$ cat src/rtl/game_table_row_streamer.sv
// Streams changed rows of a 10x10 playfield snapshot to an LCD row writer.
// Keeps a shadow copy of what the LCD shows so unchanged rows are skipped.
//
// state | meaning
// IDLE  | waiting for frame_req
// SCAN  | compare one snapshot row against the shadow copy
// SEND  | row write pending, held until lcd_ready
// DONE  | publish rows_sent, pulse frame_done
module game_table_row_streamer (
    input  logic          clk_40M,
    input  logic          rst,
    input  logic [99:0]   game_table_in,
    input  logic          frame_req,
    input  logic          force_full,
    input  logic          lcd_ready,
    output logic          lcd_valid,
    output logic [3:0]    lcd_row,
    output logic [9:0]    lcd_data,
    output logic          busy,
    output logic          frame_done,
    output logic [3:0]    rows_sent
);

    typedef enum logic [1:0] {IDLE, SCAN, SEND, DONE} state_t;

    state_t          state;
    logic [9:0][9:0] snap;
    logic [9:0][9:0] shadow;
    logic            shadow_inv;
    logic            force_lat;
    logic [3:0]      row;
    logic [3:0]      row_cnt;

    always_ff @(posedge clk_40M or negedge rst) begin
        if (!rst) begin
            state      <= IDLE;
            snap       <= '0;
            shadow     <= '0;
            shadow_inv <= 1'b1;
            force_lat  <= 1'b0;
            row        <= 4'd0;
            row_cnt    <= 4'd0;
            lcd_valid  <= 1'b0;
            lcd_row    <= 4'd0;
            lcd_data   <= 10'd0;
            busy       <= 1'b0;
            frame_done <= 1'b0;
            rows_sent  <= 4'd0;
        end else begin
            case (state)
                IDLE: begin
                    if (frame_req) begin
                        snap      <= game_table_in;
                        force_lat <= force_full;
                        row       <= 4'd0;
                        row_cnt   <= 4'd0;
                        busy      <= 1'b1;
                        state     <= SCAN;
                    end
                end
                SCAN: begin
                    if (force_lat || shadow_inv || (snap[row] != shadow[row])) begin
                        lcd_valid <= 1'b1;
                        lcd_row   <= row;
                        lcd_data  <= snap[row];
                        state     <= SEND;
                    end else if (row == 4'd9) begin
                        frame_done <= 1'b1;
                        state      <= DONE;
                    end else begin
                        row <= row + 4'd1;
                    end
                end
                SEND: begin
                    if (lcd_ready) begin
                        shadow[row] <= snap[row];
                        // at most ten transfers per frame, so this never wraps
                        row_cnt     <= row_cnt + 4'd1;
                        lcd_valid   <= 1'b0;
                        lcd_row     <= 4'd0;
                        lcd_data    <= 10'd0;
                        if (row == 4'd9) begin
                            frame_done <= 1'b1;
                            state      <= DONE;
                        end else begin
                            row   <= row + 4'd1;
                            state <= SCAN;
                        end
                    end
                end
                DONE: begin
                    frame_done <= 1'b0;
                    rows_sent  <= row_cnt;
                    shadow_inv <= 1'b0;
                    busy       <= 1'b0;
                    state      <= IDLE;
                end
                default: state <= IDLE;
            endcase
        end
    end

endmodule

$ cat config.mk
export PLATFORM = sky130hd
export DESIGN_NAME = game_table_row_streamer
export DESIGN_NICKNAME = d
export VERILOG_FILES = /design/src/rtl/game_table_row_streamer.sv
export SDC_FILE = /design/constraint.sdc
export NUM_CORES = 1
export LEC_CHECK = 0
export CORE_MARGIN = 2
export CORE_UTILIZATION = 31
export CTS_CLUSTER_SIZE = 16
export DETAILED_ROUTE_END_ITERATION = 10
export HOLD_SLACK_MARGIN = 0.02
export SLEW_MARGIN = 5
export SYNTH_ARGS = -nofsm -noshare
export SYNTH_HDL_FRONTEND = slang
export SYNTH_SLANG_ARGS = --single-unit
export TNS_END_PERCENT = 100
$ cat constraint.sdc
create_clock -name clk_40M -period 8.6 [get_ports clk_40M]
set_input_delay 1.72 -clock clk_40M [delete_from_list [all_inputs] [get_ports clk_40M]]
set_output_delay 1.72 -clock clk_40M [all_outputs]
set_load 0.01 [all_outputs]
==> results by group, run 1 <==
Power and ir drop
  – Maximum vdd drop: 152.6 uV
  – P_int: 3.269 mW
  – Comb pwr share: 40.6%
  – Leak: 5.527 nW
  – Design Power: 5.106 mW
  – Sw Share: 35.98%
  – Sequential share of power: 37.5%
  – Sw Pwr: 1.837 mW
  – Clock network power share: 21.9%
  – PwrDens: 389.5 nW/um^2

Clock tree
  – Worst-case clock buffer depth: 3
  – # hold bufs at CTS: 0
  – Clock tree sinks: 233
  – Clock Pin Slew Worst Setup and Hold Paths: 0.07 ns
  – Num CTS Buffers: 25
  – CTS Root Cell: clkbuf_16
  – H-tree depth: 1
  – Worst skew pair latency: 0.53 ns
  – Cells resized by post-CTS repair: 0
  – CTS tree: built
  – Setup Buffers After CTS: 0

Global route
  – Initial antenna violation count: 0
  – GRT Resource Usage Total: 15.04%
  – Vias in the first global route: 7266
  – Largest net degree at the start of global routing: 156
  – First-pass GRT wire length: 42370 um
  – Total grt overflow: 0

Floorplan
  – Die ar.: 35660 um^2
  – DIE WIDTH: 188.8 um
  – Die Y-Extent: 188.8 um
  – Starting density of the core: 31.50%
  – Total core area: 33620 um^2
  – Cell row count: 67
  – I/O Pins: 126

Worst setup path
  – Worst Setup SP: row[1]
  – Crit path to: row[3]
  – WS Path Type: flop to flop
  – RR Startpoint: row[1]
  – R2r setup slk: 4.20 ns
  – Crit path DAT: 4.82 ns
  – Critical Path Source Type: flop
  – Worst r2r dst: row[3]
  – R2R cell count: 10
  – CP Capture Type: flop
  – Worst Path Max Fanout: 42
  – WP data required: 9.02 ns

Synthesis
  – Top-area cell type share of the netlist area: 54.82%
  – Synth cell types: 49
  – Number of flops mapped to enable cells by yosys: 0
  – Seq/Total Area, Yosys: 55.07%
  – Dominant cell type by area after synthesis: dfrtp_1
  – Most frequent cell after synthesis: dfrtp_1
  – Syn Inst Count: 899
  – Warnings, synthesis: 0
  – Main synth FF type: dfrtp_1
  – Post-Syn Nets: 1013
  – Commonest cells post-synth: dfrtp_1 (232), nor2_1 (131), mux2_2 (112)
  – Post-synth ARST share: 100.0%
  – Syn_area_per_cell: 11.78 um^2
  – Syn Std Cell Area: 10590 um^2
  – #FFs+latches synth: 233
  – Top cells by area, synth: dfrtp_1 (55%), mux2_2 (12%), mux2i_1 (6.2%), a21oi_1 (4.8%), nor2_1 (4.6%)

Route
  – Post-Route WL: 26270 um
  – DR vias/cell: 4.890
  – Post-route ant nets: 0
  – Met2 wire len: 12020 um
  – Via count: 7144
  – First DRT Iteration DRCs: 382
  – Top routing layer in use: met4
  – M1 wire length: 12650 um
  – DR pass1 iterations: 5
  – Metal3 WL: 1182 um
  – Wire per inst: 17.98 um
  – DRC Markers: 0

Timing
  – Setup TNS: 0 ns
  – Setup slack after layout: 4.202 ns
  – Slew Limit Fails: 0
  – Final Skew: 0.01030 ns
  – Measured slew at the worst slew-check pin: 1.057 ns
  – Worst relative slew slack: 29.45%
  – Unrepaired setup endpoints after global routing: false
  – Crit share post-route: 51.14%
  – Fmax: 0.2274 GHz
  – Final Hold Viols: 0
  – Final setup vio count: 0
  – Final min period: 4.398 ns

Placement
  – Dpl hpwl: 17930 um
  – Placed cell count: 1416
  – RePlAce Congestion: 0.7593
  – Post-Place Worst Slack: 4.155 ns
  – Port Buffer Count: 125

Layout
  – Nets: 1109
  – Antenna diode instance count: 0
  – Core Util, Final: 38.99%
  – Final cell count without fillers: 1461
  – Share of layout cells above drive strength 1: 19.94%
  – Area Growth Syn to Fin: 23.77%

Outcome
  – Outcome: complete, no violations

Job
  – Max Cap Violations: 0

Min path
  – Worst Hold Class: flop to flop
  – WHS Path Cells: 1
cell usage in the layout (no fill, tap or decap), types with 6 or more instances in the layout:
cell               n
dfrtp_1          230
clkdlybuf4s50_1  124
nor2_1           121
mux2_2           112
a21oi_1          102
mux2i_1           66
o22ai_1           26
clkbuf_16         25
nor3_1            17
mux4_2            15
buf_4             13
a21o_1            11
inv_1             10
nor2_2            10
a22o_1             9
nand2_1            9
ha_1               9
xnor2_1            8
o21ai_0            8
nand3_1            8
clkbuf_8           7
a221oi_1           6
nand2b_1           6
critical path, cell delays in order, from the launching register on:
cell and delay [ns]:
dfrtp_4 0.87, buf_4 0.57, or3b_1 0.19, buf_4 0.25, o22ai_1 0.11, a221oi_2 0.68, xnor2_1 0.21, nand3_1 0.18
o31ai_4 0.68, nand2_1 0.24, a22o_1 0.28
metrics by stage:
stage	hold slack, ns	area [um^2]
floorplan	0.4659	10590
detailed placement	0.4698	12250
CTS	0.4831	13110
global placement	0.4627	12250
finish	0.4777	13110
global route	0.4912	13110
registers in the layout, summed over array words and instances (netlist names), 2 cells and up:
register	flops
state	2
row_cnt	4
row	4
lcd_data	10
rows_sent	4
lcd_row	4
snap	100
shadow	100
cell type report:
cell class / count / area [um^2]
inverter: 10 / 37.54
fill: 3204 / 20510
clock inverter: 8 / 118.9
multi-input combinational: 586 / 4439
sequential: 233 / 5837
tap: 448 / 560.5
timing repair buffer: 139 / 1374
clock buffer: 37 / 740.7
per-layer routing:
layer / up-vias / track usage, %
li1: 3396 / -
met1: 3563 / 22.44
met2: 160 / 23.23
met3: 25 / 2.291
met4: 0 / 2.945
met5: - / 0
kinds of logic after synthesis:
kind of cell / share of synthesized area [%]
flops: 55.07
compound gates: 10.52
fa+ha+maj: 1.063
simple gates: 7.869
buf+inv: 3.320
mux: 21.34
xor+xnor: 0.8271
power by group through the flow:
stage	Clock, mW	Combinational [mW]	Sequential (mW)
after global routing	1.19	2.28	1.99
final	1.12	2.07	1.91
after CTS	1.15	2.09	1.91
after detailed placement	0	2.08	1.93
after floorplan	0	1.56	1.80
after global placement	0	2.06	1.92
worst min-delay path by stage:
stage | endpoint | start | slack (ns)
2_1_floorplan | shadow_inv | shadow_inv | 0.47
3_3_place_gp | lcd_data[3] | lcd_data[3] | 0.46
3_5_place_dp | lcd_data[3] | lcd_data[3] | 0.47
4_1_cts | lcd_data[3] | lcd_data[3] | 0.48
5_1_grt | shadow_inv | shadow_inv | 0.49
6_report | lcd_data[9] | lcd_data[9] | 0.48
No activity file was read; power rests on OpenSTA's default activity.
==> run 2, diff against run 1 <==
==> constraint.sdc (replaced) <==
create_clock -name clk_40M -period 4.05 [get_ports clk_40M]
set_input_delay 0.81 -clock clk_40M [delete_from_list [all_inputs] [get_ports clk_40M]]
set_output_delay 0.81 -clock clk_40M [all_outputs]
set_load 0.01 [all_outputs]
==> run 2 against run 1 <==
  * Combinational power is 120% higher
  * First-iteration DRC count rose by 41%
  * Clock power increased by 100%
  * Critical path depth unchanged
  * Count of clock-buffer cells in the layout increased by 6
  * Sequential power is 120% higher
  * Via count grew 3.2%
  * Design area rose by 1.2%
  * Critical path type unchanged
  * Critical endpoint is now lcd_row[0]
  * Largest cell class unchanged
  * Largest power group unchanged
  * Highest routed layer unchanged
==> results by group, run 2 (same netlist as run 1, synthesis figures left out) <==
Outcome
  – Outcome: complete, no violations

Route
  – Via count: 7370
  – DR pass1 iterations: 5
  – Wire per inst: 19.08 um
  – First DRT Iteration DRCs: 538
  – DRC Markers: 0
  – Post-route ant nets: 0
  – Post-Route WL: 28430 um
  – DR vias/cell: 4.946

Worst setup path
  – WS Path Type: flop to flop
  – CP bufs+invs: 2
  – Critical Path Source Type: flop
  – WP data required: 4.51 ns
  – Crit path max-delay family: simple AND/OR/NAND/NOR gates
  – CP Capture Type: flop
  – Crit path DAT: 4.10 ns
  – Cell Chain, Critical Path: buf_4, buf_4, mux2i_1, o22ai_1, nor3_1, xnor2_1, nand4_1, nor3_2, a21o_1, a22o_1
  – Slowest CP cell: dfrtp_2
  – Most used cell along the critical path: buf_4
  – CP peak stage delay: 0.70 ns
  – Worst Path Max Fanout: 19

Placement
  – RePlAce Congestion: 0.8069
  – Dpl hpwl: 19960 um
  – Port Buffer Count: 125
  – Placed inst area: 12440 um^2

Floorplan
  – Starting density of the core: 31.50%
  – Cell row count: 67
  – DIE WIDTH: 188.8 um
  – Die ar.: 35660 um^2
  – Die Y-Extent: 188.8 um
  – Total core area: 33620 um^2
  – I/O Pins: 126

Clock tree
  – Num CTS Buffers: 26
  – Worst skew pair latency: 0.54 ns
  – Cells resized by post-CTS repair: 0
  – Clock Pin Slew Worst Setup and Hold Paths: 0.06 ns
  – CTS tree: built
  – Clock tree sinks: 233
  – Worst-case clock buffer depth: 3
  – H-tree depth: 1
  – # hold bufs at CTS: 0
  – CTS Root Cell: clkbuf_16
  – Setup Buffers After CTS: 0

Power and ir drop
  – Design Power: 10.98 mW
  – Sw Pwr: 4.071 mW
  – Sequential share of power: 37.4%
  – PwrDens: 827.3 nW/um^2
  – Comb pwr share: 42.0%
  – Maximum vdd drop: 378.0 uV
  – Sw Share: 37.09%
  – Leak: 5.650 nW
  – Clock network power share: 20.6%
  – P_int: 6.907 mW

Global route
  – Initial antenna violation count: 0
  – Vias in the first global route: 7757
  – GRT Resource Usage Total: 16.13%
  – Largest net degree at the start of global routing: 118
  – Total grt overflow: 0
  – First-pass GRT wire length: 45180 um

Layout
  – Most common cell after layout, fill and taps aside: dfrtp_1
  – Design Area, Final: 13270 um^2
  – Nets: 1136
  – Leading cell types in the layout, fill and taps excluded: dfrtp_1 (230), nor2_1 (131), clkdlybuf4s50_1 (124), mux2_2 (112), a21oi_1 (102)
  – Share of layout cells above drive strength 1: 20.73%
  – Top Registers: shadow: 100 flops, snap: 100 flops, lcd_data: 10 flops
  – Fillers: 3170
  – Area Growth Syn to Fin: 25.31%
  – Antenna diode instance count: 0

Timing
  – Measured slew at the worst slew-check pin: 0.9743 ns
  – Slew Limit Fails: 0
  – Final Skew: 0.01952 ns
  – Final setup vio count: 0
  – Final Hold Viols: 0
  – Worst relative slew slack: 35.05%
  – Crit share post-route: 90.07%
  – Unrepaired setup endpoints after global routing: false
  – Fmax: 0.2741 GHz
  – Final min period: 3.648 ns
  – Setup TNS: 0 ns

Job
  – Max Cap Violations: 0

Min path
  – Worst Hold Class: input pin to async pin
run 2: changes by cell type in the layout (fill, tap and decap cells not counted), moves of 2 or more:
cell       before  now
clkbuf_1        5   10
buf_4          13   37
buf_12          1    3
bufinv_16       3    0
nor2_1        121  131
nor2_2         10    0
run 2: power by group through the flow:
stage / clock network, mW / logic [mW] / registers [mW]
floorplan: 0 / 3.32 / 3.82
global placement: 0 / 4.52 / 4.16
detailed placement: 0 / 4.63 / 4.14
CTS: 2.31 / 4.64 / 4.11
global route: 2.41 / 5.04 / 4.24
finish: 2.26 / 4.61 / 4.11
run 2: worst paths after layout:
kind                            start         end  slack (ns)  depth (start not counted)
setup / recovery               row[0]  lcd_row[0]        0.40                         10
setup reg to reg               row[0]  lcd_row[0]        0.40                         10
min in group clk_40M       shadow_inv  shadow_inv        0.48                          1
hold / removal                    rst    snap[28]        0.30                          1
hold reg to reg            shadow_inv  shadow_inv        0.48                          1
max in group asynchronous         rst  shadow_inv        2.76                          2
run 2: metrics by stage:
| step | cells | hold WS [ns] | setup WS, ns | utilization, % |
|---|---|---|---|---|
| final | 1490 | 0.3019 | 0.4023 | 39.48 |
| after global routing | 1490 | 0.4057 | 0.2412 | 39.48 |
| after CTS | 1490 | 0.3939 | 0.3831 | 39.48 |
| after detailed placement | 1442 | 0.4767 | 0.4131 | 37.02 |
| after global placement | 1442 | 0.4740 | 0.4321 | 37.02 |
| after floorplan | 899 | 0.4659 | 1.305 | - |
run 2: final cells by class:
| type | count | area [um^2] | share of cell area [%] |
|---|---|---|---|
| Sequential cell | 233 | 5837 | 43.98 |
| Timing Repair Buffer | 165 | 1594 | 12.01 |
| Clock inverter | 5 | 42.54 | 0.3206 |
| Tap cell | 448 | 560.5 | 4.224 |
| Clock buffer | 43 | 784.5 | 5.912 |
| Multi-Input combinational cell | 586 | 4414 | 33.26 |
| Inverter | 10 | 37.54 | 0.2829 |
run 2: metal layers:
layer	vias to the layer above	track usage, %	wire length [um]
met1	3701	22.72	13100
met2	185	25.81	13330
li1	3447	-	-
met4	0	3.996	557
met3	37	2.831	1444
met5	-	0	0
==> run 3, diff against run 2 <==
--- a/config.mk
+++ b/config.mk
@@ -9,6 +9,7 @@
 export CORE_UTILIZATION = 31
 export CTS_CLUSTER_SIZE = 16
 export DETAILED_ROUTE_END_ITERATION = 10
+export GPL_TIMING_DRIVEN = 0
 export HOLD_SLACK_MARGIN = 0.02
 export SLEW_MARGIN = 5
 export SYNTH_ARGS = -nofsm -noshare
==> constraint.sdc (replaced) <==
create_clock -name clk_40M -period 4.4 [get_ports clk_40M]
set_input_delay 0.88 -clock clk_40M [delete_from_list [all_inputs] [get_ports clk_40M]]
set_output_delay 0.88 -clock clk_40M [all_outputs]
set_load 0.01 [all_outputs]
==> run 3 against run 2 <==
  * Total power fell by 7.8%
  * Combinational power fell by 4.6%
  * Design area barely moved
  * Core utilization barely moved
  * Sequential share of layout area fell by 0.067 points
  * Die area did not move
  * Critical endpoint is now lcd_data[7]
  * Largest power group unchanged
==> results by group, run 3 (same netlist as run 1, synthesis figures left out) <==
Global route
  – Initial antenna violation count: 0
  – Largest net degree at the start of global routing: 116
  – Total grt overflow: 0
  – First-pass GRT wire length: 47150 um
  – Vias in the first global route: 7884
  – GRT Resource Usage Total: 17.20%

Floorplan
  – DIE WIDTH: 188.8 um
  – I/O Pins: 126
  – Die Y-Extent: 188.8 um
  – Total core area: 33620 um^2
  – Die ar.: 35660 um^2
  – Cell row count: 67
  – Starting density of the core: 31.50%

Worst setup path
  – WS Path Type: flop to flop
  – Worst Path Max Fanout: 10
  – WP data required: 4.87 ns
  – CP Capture Type: flop
  – Crit path DAT: 4.30 ns
  – Critical Path Source Type: flop
  – R2r setup slk: 0.57 ns

Clock tree
  – Worst skew pair latency: 0.53 ns
  – Clock tree sinks: 233
  – Cells resized by post-CTS repair: 0
  – Worst-case clock buffer depth: 3
  – H-tree depth: 1
  – Clock Pin Slew Worst Setup and Hold Paths: 0.07 ns
  – Setup Buffers After CTS: 0
  – CTS Root Cell: clkbuf_16
  – Num CTS Buffers: 25
  – CTS tree: built
  – # hold bufs at CTS: 0

Layout
  – Design Area, Final: 13280 um^2
  – Nets: 1167
  – Most common cell after layout, fill and taps aside: dfrtp_1
  – Core Util, Final: 39.50%
  – Top Registers: shadow: 100 flops, snap: 100 flops, lcd_data: 10 flops
  – Share of layout cells above drive strength 1: 18.32%
  – Multi-input combinational cell area: 4407 um^2
  – Register area: 5832 um^2
  – Antenna diode instance count: 0
  – Fillers: 3275
  – Area Growth Syn to Fin: 25.39%
  – Leading cell types in the layout, fill and taps excluded: dfrtp_1 (232), nor2_1 (131), clkdlybuf4s50_1 (124), mux2_2 (112), a21oi_1 (102)

Timing
  – Crit share post-route: 86.98%
  – Final setup vio count: 0
  – Worst hold margin: 0.2678 ns
  – Final Hold Viols: 0
  – Unrepaired setup endpoints after global routing: false
  – Setup TNS: 0 ns
  – Slew Limit Fails: 0
  – Fmax: 0.2613 GHz
  – Worst relative slew slack: 27.77%
  – Final Skew: 0.01821 ns
  – Final min period: 3.827 ns
  – Measured slew at the worst slew-check pin: 1.080 ns

Min path
  – Worst Hold Class: input pin to async pin

Route
  – Wire per inst: 20.19 um
  – Post-Route WL: 30640 um
  – Post-route ant nets: 0
  – DRC Markers: 0
  – DR pass1 iterations: 7
  – DR vias/cell: 5.090
  – Via count: 7727
  – First DRT Iteration DRCs: 626

Placement
  – Port Buffer Count: 125
  – Placed inst area: 12460 um^2
  – Dpl hpwl: 21250 um
  – RePlAce Congestion: 0.8148

Power and ir drop
  – PwrDens: 762.2 nW/um^2
  – Leak: 5.607 nW
  – Maximum vdd drop: 334.0 uV

Outcome
  – Outcome: complete, no violations

Job
  – Max Cap Violations: 0
## run 3: cell types whose count changed in the layout (fill, tap and decap cells not counted), moves of 2 or more
| cell | change |
|---|---|
| buf_12 | -3 |
| buf_16 | +2 |
| buf_2 | +11 |
| buf_4 | -31 |
| buf_6 | +2 |
| clkbuf_1 | +44 |
| dfrtp_1 | +2 |
## run 3: worst max-delay path, cell delays in order (launching register included)
cell,delay [ns]
dfrtp_1,0.51
buf_4,0.30
inv_1,0.18
nor2_1,0.86
a221oi_1,0.38
xnor2_1,0.26
nand4_1,0.25
nor3_2,0.41
a21o_1,0.31
buf_6,0.19
a21o_1,0.12
## run 3: layout make-up
class	instances	area share [%]
clock buffers	37	5.653
well taps	448	4.221
plain buffers	70	2.365
multi-input cells	586	33.19
clock inverters	7	0.4994
repair buffers	127	9.875
inverters	10	0.2827
flip-flops and latches	233	43.92
## run 3: worst paths after layout
check,depth (start not counted),start,end
max reg2reg,10,row[0],lcd_data[7]
min,1,rst,snap[38]
min in group clk_40M,1,lcd_data[8],lcd_data[8]
max,10,row[0],lcd_data[7]
max in group asynchronous,2,rst,shadow[61]
min reg2reg,1,lcd_data[8],lcd_data[8]
## run 3: metal layers
metal  wire, um  GRT usage [%]  vias up
met1      13850          24.29     3930
met5          0              0        -
met4        732          4.387        0
li1           -              -     3493
met2      14030          27.16      255
met3       2031          3.297       49
## run 3: metrics by stage
step / power [mW] / setup slack (ns) / cells
after detailed placement: 8.033 / 0.6999 / 1474
after CTS: 10.16 / 0.6809 / 1518
after floorplan: 6.576 / 1.655 / 899
final: 10.12 / 0.5730 / 1518
after global placement: 7.917 / -7.667 / 1472
after global routing: 10.72 / 0.4596 / 1518
## run 3: where the power goes
part           internal (mW)  switching, mW
Clock                   1.23          0.876
Combinational           1.96           2.44
Sequential              3.11          0.506
Total                   6.30           3.82
